## src/rtl/regfile_scoreboard_if.sv

```systemverilog
// Register-file / scoreboard bus between the ID-stage decoders (master)
// and the register file (slave). Read ports are flattened: port i lives at
// rd_addr[i*AW +: AW] and rd_data[i*XLEN +: XLEN].
interface regfile_scoreboard_if #(
    parameter int XLEN  = 32,
    parameter int NREGS = 32,
    parameter int NRD   = 2,
    parameter int CNTW  = 16
);
    localparam int AW = $clog2(NREGS);

    logic [NRD*AW-1:0]   rd_addr;
    logic [NRD*XLEN-1:0] rd_data;
    logic [NRD-1:0]      rd_busy;
    logic [NRD-1:0]      rd_en;
    logic                stall;
    logic                issue_v;
    logic [AW-1:0]       issue_rd;
    logic                we;
    logic [AW-1:0]       wa;
    logic [XLEN-1:0]     wd;
    logic [CNTW-1:0]     x0_wr_cnt;

    modport master (
        output rd_addr, rd_en, issue_v, issue_rd, we, wa, wd,
        input  rd_data, rd_busy, stall, x0_wr_cnt
    );

    modport slave (
        input  rd_addr, rd_en, issue_v, issue_rd, we, wa, wd,
        output rd_data, rd_busy, stall, x0_wr_cnt
    );
endinterface

```

## src/rtl/regfile_scoreboard.sv

```systemverilog
// ID-stage register file: NRD combinational read ports, one write port,
// and a one-bit-per-register pending-write scoreboard for long-latency ops.
// Optional macro REGFILE_BYPASS_EN: same-cycle write-through of wd to the
// read ports and same-cycle clear of the busy flag.
module regfile_scoreboard #(
    parameter int XLEN  = 32,
    parameter int NREGS = 32,
    parameter int NRD   = 2,
    parameter int CNTW  = 16
) (
    input  logic           clk,
    input  logic           reset,
    regfile_scoreboard_if.slave bus
);
    localparam int AW = $clog2(NREGS);

    logic [XLEN-1:0]     rf [NREGS];
    logic [NREGS-1:0]    sb;
    logic [CNTW-1:0]     cnt;
    logic [NRD*XLEN-1:0] rdata;
    logic [NRD-1:0]      rbusy;

    logic wr_real;
    logic wr_x0;
    logic set_real;

    assign wr_real  = bus.we && (bus.wa != '0);
    assign wr_x0    = bus.we && (bus.wa == '0);
    assign set_real = bus.issue_v && (bus.issue_rd != '0);

    // Register array; entry 0 is never written so it always reads as zero.
    always_ff @(posedge clk or posedge reset) begin
        if (reset) begin
            for (int r = 0; r < NREGS; r++) rf[r] <= '0;
        end else if (wr_real) begin
            rf[bus.wa] <= bus.wd;
        end
    end

    // Pending-write bits: writeback clears, issue sets; the set is applied
    // last so a new producer supersedes one retiring in the same cycle.
    always_ff @(posedge clk or posedge reset) begin
        if (reset) begin
            sb <= '0;
        end else begin
            if (wr_real)  sb[bus.wa]       <= 1'b0;
            if (set_real) sb[bus.issue_rd] <= 1'b1;
        end
    end

    // Saturating count of writes aimed at x0.
    always_ff @(posedge clk or posedge reset) begin
        if (reset)                    cnt <= '0;
        else if (wr_x0 && cnt != '1)  cnt <= cnt + 1'b1;
    end

    // Combinational read ports; x0 and reset force zero data and not-busy.
    always_comb begin
        rdata = '0;
        rbusy = '0;
        for (int i = 0; i < NRD; i++) begin
            if (!reset && bus.rd_addr[i*AW +: AW] != '0) begin
                rdata[i*XLEN +: XLEN] = rf[bus.rd_addr[i*AW +: AW]];
                rbusy[i]              = sb[bus.rd_addr[i*AW +: AW]];
`ifdef REGFILE_BYPASS_EN
                if (bus.we && bus.wa == bus.rd_addr[i*AW +: AW]) begin
                    rdata[i*XLEN +: XLEN] = bus.wd;
                    rbusy[i]              = 1'b0;
                end
`endif
            end
        end
    end

    assign bus.rd_data   = rdata;
    assign bus.rd_busy   = rbusy;
    assign bus.stall     = |(rbusy & bus.rd_en);
    assign bus.x0_wr_cnt = cnt;
endmodule

```

## src/flat_wrapper.sv

```systemverilog
// flat-port wrapper written by rule: the top's interface ports become plain ports
module regfile_scoreboard_flat 
#(
    parameter int XLEN  = 32,
    parameter int NREGS = 32,
    parameter int NRD   = 2,
    parameter int CNTW  = 16
)
  (clk, reset, bus_rd_addr, bus_rd_en, bus_issue_v, bus_issue_rd, bus_we, bus_wa, bus_wd, bus_rd_data, bus_rd_busy, bus_stall, bus_x0_wr_cnt);
  regfile_scoreboard_if #(.XLEN(XLEN), .NREGS(NREGS), .NRD(NRD), .CNTW(CNTW)) bus_i ();
  input  logic clk;
  input  logic reset;
  input wire logic [$bits(bus_i.rd_addr)-1:0] bus_rd_addr;
  input wire logic [$bits(bus_i.rd_en)-1:0] bus_rd_en;
  input wire logic [$bits(bus_i.issue_v)-1:0] bus_issue_v;
  input wire logic [$bits(bus_i.issue_rd)-1:0] bus_issue_rd;
  input wire logic [$bits(bus_i.we)-1:0] bus_we;
  input wire logic [$bits(bus_i.wa)-1:0] bus_wa;
  input wire logic [$bits(bus_i.wd)-1:0] bus_wd;
  output wire logic [$bits(bus_i.rd_data)-1:0] bus_rd_data;
  output wire logic [$bits(bus_i.rd_busy)-1:0] bus_rd_busy;
  output wire logic [$bits(bus_i.stall)-1:0] bus_stall;
  output wire logic [$bits(bus_i.x0_wr_cnt)-1:0] bus_x0_wr_cnt;
  assign bus_i.rd_addr = bus_rd_addr;
  assign bus_i.rd_en = bus_rd_en;
  assign bus_i.issue_v = bus_issue_v;
  assign bus_i.issue_rd = bus_issue_rd;
  assign bus_i.we = bus_we;
  assign bus_i.wa = bus_wa;
  assign bus_i.wd = bus_wd;
  assign bus_rd_data = bus_i.rd_data;
  assign bus_rd_busy = bus_i.rd_busy;
  assign bus_stall = bus_i.stall;
  assign bus_x0_wr_cnt = bus_i.x0_wr_cnt;
  regfile_scoreboard #(.XLEN(XLEN), .NREGS(NREGS), .NRD(NRD), .CNTW(CNTW)) u_core (.clk(clk), .reset(reset), .bus(bus_i));
endmodule
```

## config.mk

```make
export PLATFORM = sky130hd
export DESIGN_NAME = regfile_scoreboard_flat
export DESIGN_NICKNAME = d
export VERILOG_FILES = /design/src/rtl/regfile_scoreboard_if.sv /design/src/rtl/regfile_scoreboard.sv /design/src/flat_wrapper.sv
export SDC_FILE = /design/constraint.sdc
export NUM_CORES = 2
export LEC_CHECK = 0
export BUFFER_PORTS_ARGS = -buffer_cell sky130_fd_sc_hd__buf_2
export CAP_MARGIN = 10
export CELL_PAD_IN_SITES_DETAIL_PLACEMENT = 0
export CELL_PAD_IN_SITES_GLOBAL_PLACEMENT = 1
export CORE_MARGIN = 4
export CORE_UTILIZATION = 54
export DETAILED_ROUTE_END_ITERATION = 8
export PLACE_DENSITY = 0.82
export REMOVE_ABC_BUFFERS = 1
export SYNTH_ARGS = -nofsm -noshare
export SYNTH_HDL_FRONTEND = slang
export SYNTH_SLANG_ARGS = --single-unit
```

## constraint.sdc

```tcl
create_clock -name clk -period 32.8 [get_ports clk]
set_clock_uncertainty 0.15 [all_clocks]
set_input_delay 0 -clock clk [delete_from_list [all_inputs] [get_ports clk]]
set_output_delay 0 -clock clk [all_outputs]
set_load 0.03 [all_outputs]
```

## After elaboration in Yosys (flattened, before gate mapping)

Cells that the tools add are included.

- Flip-flop bits (word level): 1072
- Input port bits: 58
- Logic and storage cells: 92

- Add/subtract/negate cells: 1
- Order comparisons: 10
- Equal/unequal tests: 1
- Multiplexer cells: 23
- Bitwise operators: 7
- Reductions and logical operators: 16

Operators with widths:

| operator | number |
|---|---|
| bitwise mux 1024 bit | 1 |
| binary-select mux 32 bit (select 5 bit) | 2 |
| two-way mux 32 bit | 9 |
| demux 32 bit (select 5 bit) | 1 |
| AND 32 bit | 1 |
| inverter 32 bit | 1 |
| bitwise OR 32 bit | 1 |
| < comparator 5 x 6 -> 1 bit, second input constant | 4 |
| nonzero test 5 bit | 4 |
| greater-or-equal comparator 6 bit, second input constant | 3 |
| inverter 5 -> 6 bit | 3 |
| adder 16 x 1 -> 16 bit, second input constant | 1 |
| inequality test 16 bit, second input constant | 1 |
| binary-select mux 1 bit (select 5 bit) | 2 |
| demux 1 bit (select 5 bit) | 2 |
| greater-or-equal comparator 5 x 1 -> 1 bit, second input constant | 2 |
| logical AND 1 bit | 9 |
| < comparator 6 x 1 -> 1 bit, second input constant | 1 |
| two-way mux 1 bit | 6 |
| zero test 5 bit | 1 |
| AND 2 bit | 1 |
| OR reduction 2 bit | 1 |
| zero test 1 bit | 1 |

## Longest topological paths before layout

- Word-level depth: 9
- Mapped depth: 9
- Mapped depth without buffers: 5

## Least setup slack after synthesis

No wires, ideal clock.

- Path type: input-to-output
- From: input port reset
- To: output port bus_stall
- Arrival: 28.130 ns
- Data required time: 32.650 ns
- Slack: 4.520 ns
- Stages on the path: 4
- Cell sequence: inv_1 -> o21ai_1 -> nor3_1 -> a32o_1

- Longest elaborated chain between the ends: 5

RTL lines:

| element | line | source |
|---|---|---|
| from (decl) | flat_wrapper.sv:12 | `input logic reset;` |
| zero test 1 bit (no source line) | n/a |  |
| logical AND 1 bit | regfile_scoreboard.sv:62 | `if (!reset && bus.rd_addr[i*AW +: AW] != '0) begin` |
| two-way mux 1 bit | regfile_scoreboard.sv:62 |  |
| via bus_rd_busy[0] | flat_wrapper.sv:21 | `output wire logic [$bits(bus_i.rd_busy)-1:0] bus_rd_busy;` |
| AND 2 bit | regfile_scoreboard.sv:77 | `assign bus.stall = \|(rbusy & bus.rd_en);` |
| OR reduction 2 bit | regfile_scoreboard.sv:77 |  |
| to (decl) | flat_wrapper.sv:22 | `output wire logic [$bits(bus_i.stall)-1:0] bus_stall;` |

The timed path passes the listed nets, and every way through them passes these cells.

## Worst setup path after layout

- From: input port bus_rd_addr[0]
- To: output port bus_rd_data[4]

- Longest elaborated chain between the ends: 5

RTL lines:

| element | line | source |
|---|---|---|
| from (decl) | flat_wrapper.sv:13 | `input wire logic [$bits(bus_i.rd_addr)-1:0] bus_rd_addr;` |
| inverter 5 -> 6 bit (implied by the code) | regfile_scoreboard.sv:63 | `rdata[i*XLEN +: XLEN] = rf[bus.rd_addr[i*AW +: AW]];` |
| binary-select mux 32 bit (select 5 bit) | regfile_scoreboard.sv:63 |  |
| two-way mux 32 bit (implied by the code) (2 in series) | regfile_scoreboard.sv:63 |  |
| two-way mux 32 bit (*) | regfile_scoreboard.sv:62 |  |
| to (decl) | flat_wrapper.sv:20 | `output wire logic [$bits(bus_i.rd_data)-1:0] bus_rd_data;` |

Every way passes the cells marked *; elsewhere a longest branch is shown, timed or not. The select of a mux whose other input is x is not followed.

==> results.md <==
- Synth Register Bits: 1072
- Slowest CP cell: buf_4
- Internal: 2.79 mW
- HP Class: input pin to flip-flop
- Total grt overflow: 0
- Initial DRC count: 3203
- First-pass DRT Iterations: 6
- Syn avg cell area: 14.9 µm²
- Core Area: 0.104 mm²
- Initial Util: 54.8%
- Synth cell count leaders: dfrtp_1, mux2_1, mux4_2, mux2i_1, clkbuf_1
- Crit Path Max Fanout: 63
- FF-to-FF End: u_core.bus.x0_wr_cnt[11]
- CP peak stage delay: 850 ps
- Most frequent cell after synthesis: dfrtp_1
- Biggest area consumer among synthesized cells: dfrtp_1
- Number of synthesized flops with an enable pin: 0
- Asr flop ratio synth: 100%
- First-pass GRT wire length: 245000 µm
- Slew Viols, Final: 0
- Required @ worst endpoint: 32650 ps
- Arrival time at the worst endpoint: 3980 ps
- Ys flop type: dfrtp_1
- Design Area, Final: 0.0629 mm²
- P per Cell Area: 61.2 mW/mm²
- Crit end category: output pin
- Synth Area in XOR/XNOR: 0.231%
- Clock latency on the worst-skew pair: 700 ps
- DIE WIDTH: 333 µm
- Gate power share: 19.0%
- Final cell count without fillers: 5261
- Slew @ Worst Pin: 1070 ps
- Fill cells: 7888
- Crit path kind: input pin to output pin
- Root Driver: clkbuf_16
- # setup viols final: 0
- Crit path capture: bus_rd_data[4]
- HPWL Detailed: 85500 µm
- Worst setup SP type: input pin
- Switch Pwr: 1.06 mW
- Setup WS pre-CTS: 28520 ps
- Post-synthesis mux area share: 43.1%
- DRC: 0
- Worst R2R Setup Slack: 30660 ps
- Synth cell types: 51
- Vias per cell: 6.88
- Post-Synth Adder-Cell Area: 0.0220%
- Number of max-cap violations: 0
- Hold Vio Cnt, Final: 0
- Ranking of synthesized cells by area: dfrtp_1, mux2_1, mux4_2
- Reg area: 0.0268 mm²
- TritonCTS buffer count: 116
- Sequential area share after synthesis: 47.1%
- Postcts setup bufs: 0
- LEAKAGE: 28.0 nW
- Sw frac: 27.5%
- R2R depth: 5
- Gp weighted congestion: 0.782
- First element of the critical path: bus_rd_addr[0]
- DR WL/cell: 31.0 µm
- Multi-input logic area: 0.0284 mm²
- Die Y: 333 µm
- Max H-tree Level: 3
- Die area: 0.111 mm²
- Nets@finish: 3837
- CTS tree: built
- R2R Path Start: u_core.bus.x0_wr_cnt[3]
- Part of the power in the clock network: 35.5%
- Cell Area, Placed: 0.0584 mm²
- Port buffer count: 140
- Minimum clock period: 4130 ps
- Area grow syn2layout: 10.4%
- RSZ-0062 raised after global routing: false
- Post-placement cell count: 4982
- Initial antenna violation count: 2
- Clk pin slew, worst setup/hold paths: 60 ps
- Post-synthesis compound-gate area fraction: 4.22%
- Clock Path Buffers: 3
- Synth warnings: 0
- Total number of vias: 36.2k
- Final worst slack: 28670 ps
- CP Cell Sequence: buf_8 -> buf_4 -> buf_4 -> mux4_2 -> mux4_2 -> mux2i_1 -> nor2_1 -> buf_2
- Final ANT Viol Nets: 0
- Clk sinks: 1072
- Synth top area share: 47.1%
- Mapped cell area: 0.0570 mm²
- Total Routed Length: 163000 µm
- Worst rel slew slack: 28.3%
- Number of cell rows: 118
- Synth Instances: 3830
- Num ports: 141
- Largest family of logic cells by synthesized area: multiplexers
- Share of cells above drive strength 1: 24.2%
- Largest net degree at the start of global routing: 172
- Worst vdd ir: 0.0506 mV
- Run status: finished, final reports clean
- Max frequency: 0.242 GHz
- Vias in the first global route: 37.2k
- Period utilisation layout: 12.6%
- GRT Util Overall: 29.4%
- Post-synthesis simple-gate area fraction: 1.86%
- Reg power frac: 45.6%
[worst max-delay path: cells and delay by family]
kind	cells	cell delay, ps
AND/OR/NAND/NOR	1	70
buffers and inverters	4	2370
multiplexers	3	1400
[sequential cells by signal, summed over array words and instances (netlist names)]
signal                count
u_core.bus.x0_wr_cnt     16
u_core.sb                32
u_core.rf              1024
[kinds of logic (layout without fill, tap and decap cells)]
group                    Yosys count  in the layout
XOR/XNOR                          15             15
flip-flops                      1072           1072
AND/OR/NAND/NOR                  210            210
AO/OA/AOI/OAI                    331            331
adder cells (fa/ha/maj)            1              1
multiplexers                    1749           1749
buffers and inverters            452            500
other                              0              3
[layer usage]
| metal | wire (µm) | share of wire, % | track usage (%) |
|---|---|---|---|
| met1 | 66600 | 41 | 39.8 |
| met2 | 79300 | 49 | 48.5 |
| met3 | 10800 | 6.6 | 4.74 |
| met5 | 0 | 0 | 0 |
| met4 | 6320 | 3.9 | 10.6 |
[final cells by class]
class                   count  share of cell area, %
diodes                      3                 0.0119
clock buffers             158                   5.26
clock inverters            60                   1.09
inverters                  17                  0.117
multi-input cells        2306                   45.2
flip-flops and latches   1072                   42.6
well taps                1380                   2.74
repair buffers            265                   3.00
[worst min-delay path by stage]
| stage | start | end | cells after the start |
|---|---|---|---|
| 4_1_cts | bus_issue_rd[0] | u_core.sb[20] | 3 |
| 3_5_place_dp | reset | u_core.sb[21] | 2 |
| 6_report | bus_issue_rd[0] | u_core.sb[20] | 3 |
| 3_3_place_gp | reset | u_core.sb[0] | 2 |
| 2_1_floorplan | bus_issue_rd[0] | u_core.sb[20] | 1 |
| 5_1_grt | bus_issue_rd[0] | u_core.sb[20] | 3 |
[through the flow]
stage          utilization (%)  hold WS (ps)  setup TNS (ps)  total power, mW
2_1_floorplan                -         -52.0          -80530             2.25
3_3_place_gp              56.1          28.5               0             2.46
3_5_place_dp              56.1          26.5               0             2.49
4_1_cts                   60.5          69.7               0             3.86
5_1_grt                   60.5           171               0             4.01
6_report                  60.5           137               0             3.85
[power by group through the flow]
stage | sequential, mW | combinational (mW) | clock (mW)
3_5_place_dp | 1.77 | 0.724 | 0
5_1_grt | 1.79 | 0.790 | 1.44
3_3_place_gp | 1.75 | 0.706 | 0
6_report | 1.76 | 0.730 | 1.37
2_1_floorplan | 1.72 | 0.535 | 0
4_1_cts | 1.75 | 0.734 | 1.38
[cells in the final DEF (no fill, tap or decap), types with 6 or more instances in the layout]
| cell type | instances |
|---|---|
| a21oi_1 | 64 |
| a22o_1 | 11 |
| buf_2 | 131 |
| buf_4 | 67 |
| bufinv_16 | 13 |
| clkbuf_1 | 18 |
| clkbuf_16 | 117 |
| clkbuf_8 | 23 |
| clkinv_2 | 32 |
| clkinvlp_4 | 8 |
| dfrtp_1 | 1072 |
| dlygate4sd3_1 | 58 |
| inv_1 | 14 |
| mux2_1 | 966 |
| mux2_2 | 28 |
| mux2i_1 | 290 |
| mux4_2 | 465 |
| nand2_1 | 19 |
| nand2_4 | 13 |
| nand3_1 | 13 |
| nand4_1 | 6 |
| nor2_1 | 37 |
| nor2_4 | 7 |
| nor2b_1 | 9 |
| nor3_1 | 74 |
| o21a_1 | 32 |
| o221ai_1 | 128 |
| o22ai_1 | 75 |
| xnor2_1 | 12 |
[repair_timing]
item,4_1_cts,5_1_grt
endpoints found under the hold margin,1107,0
resized for setup,0,0
hold buffers,58,0
Power figures use the tool's default switching activity.
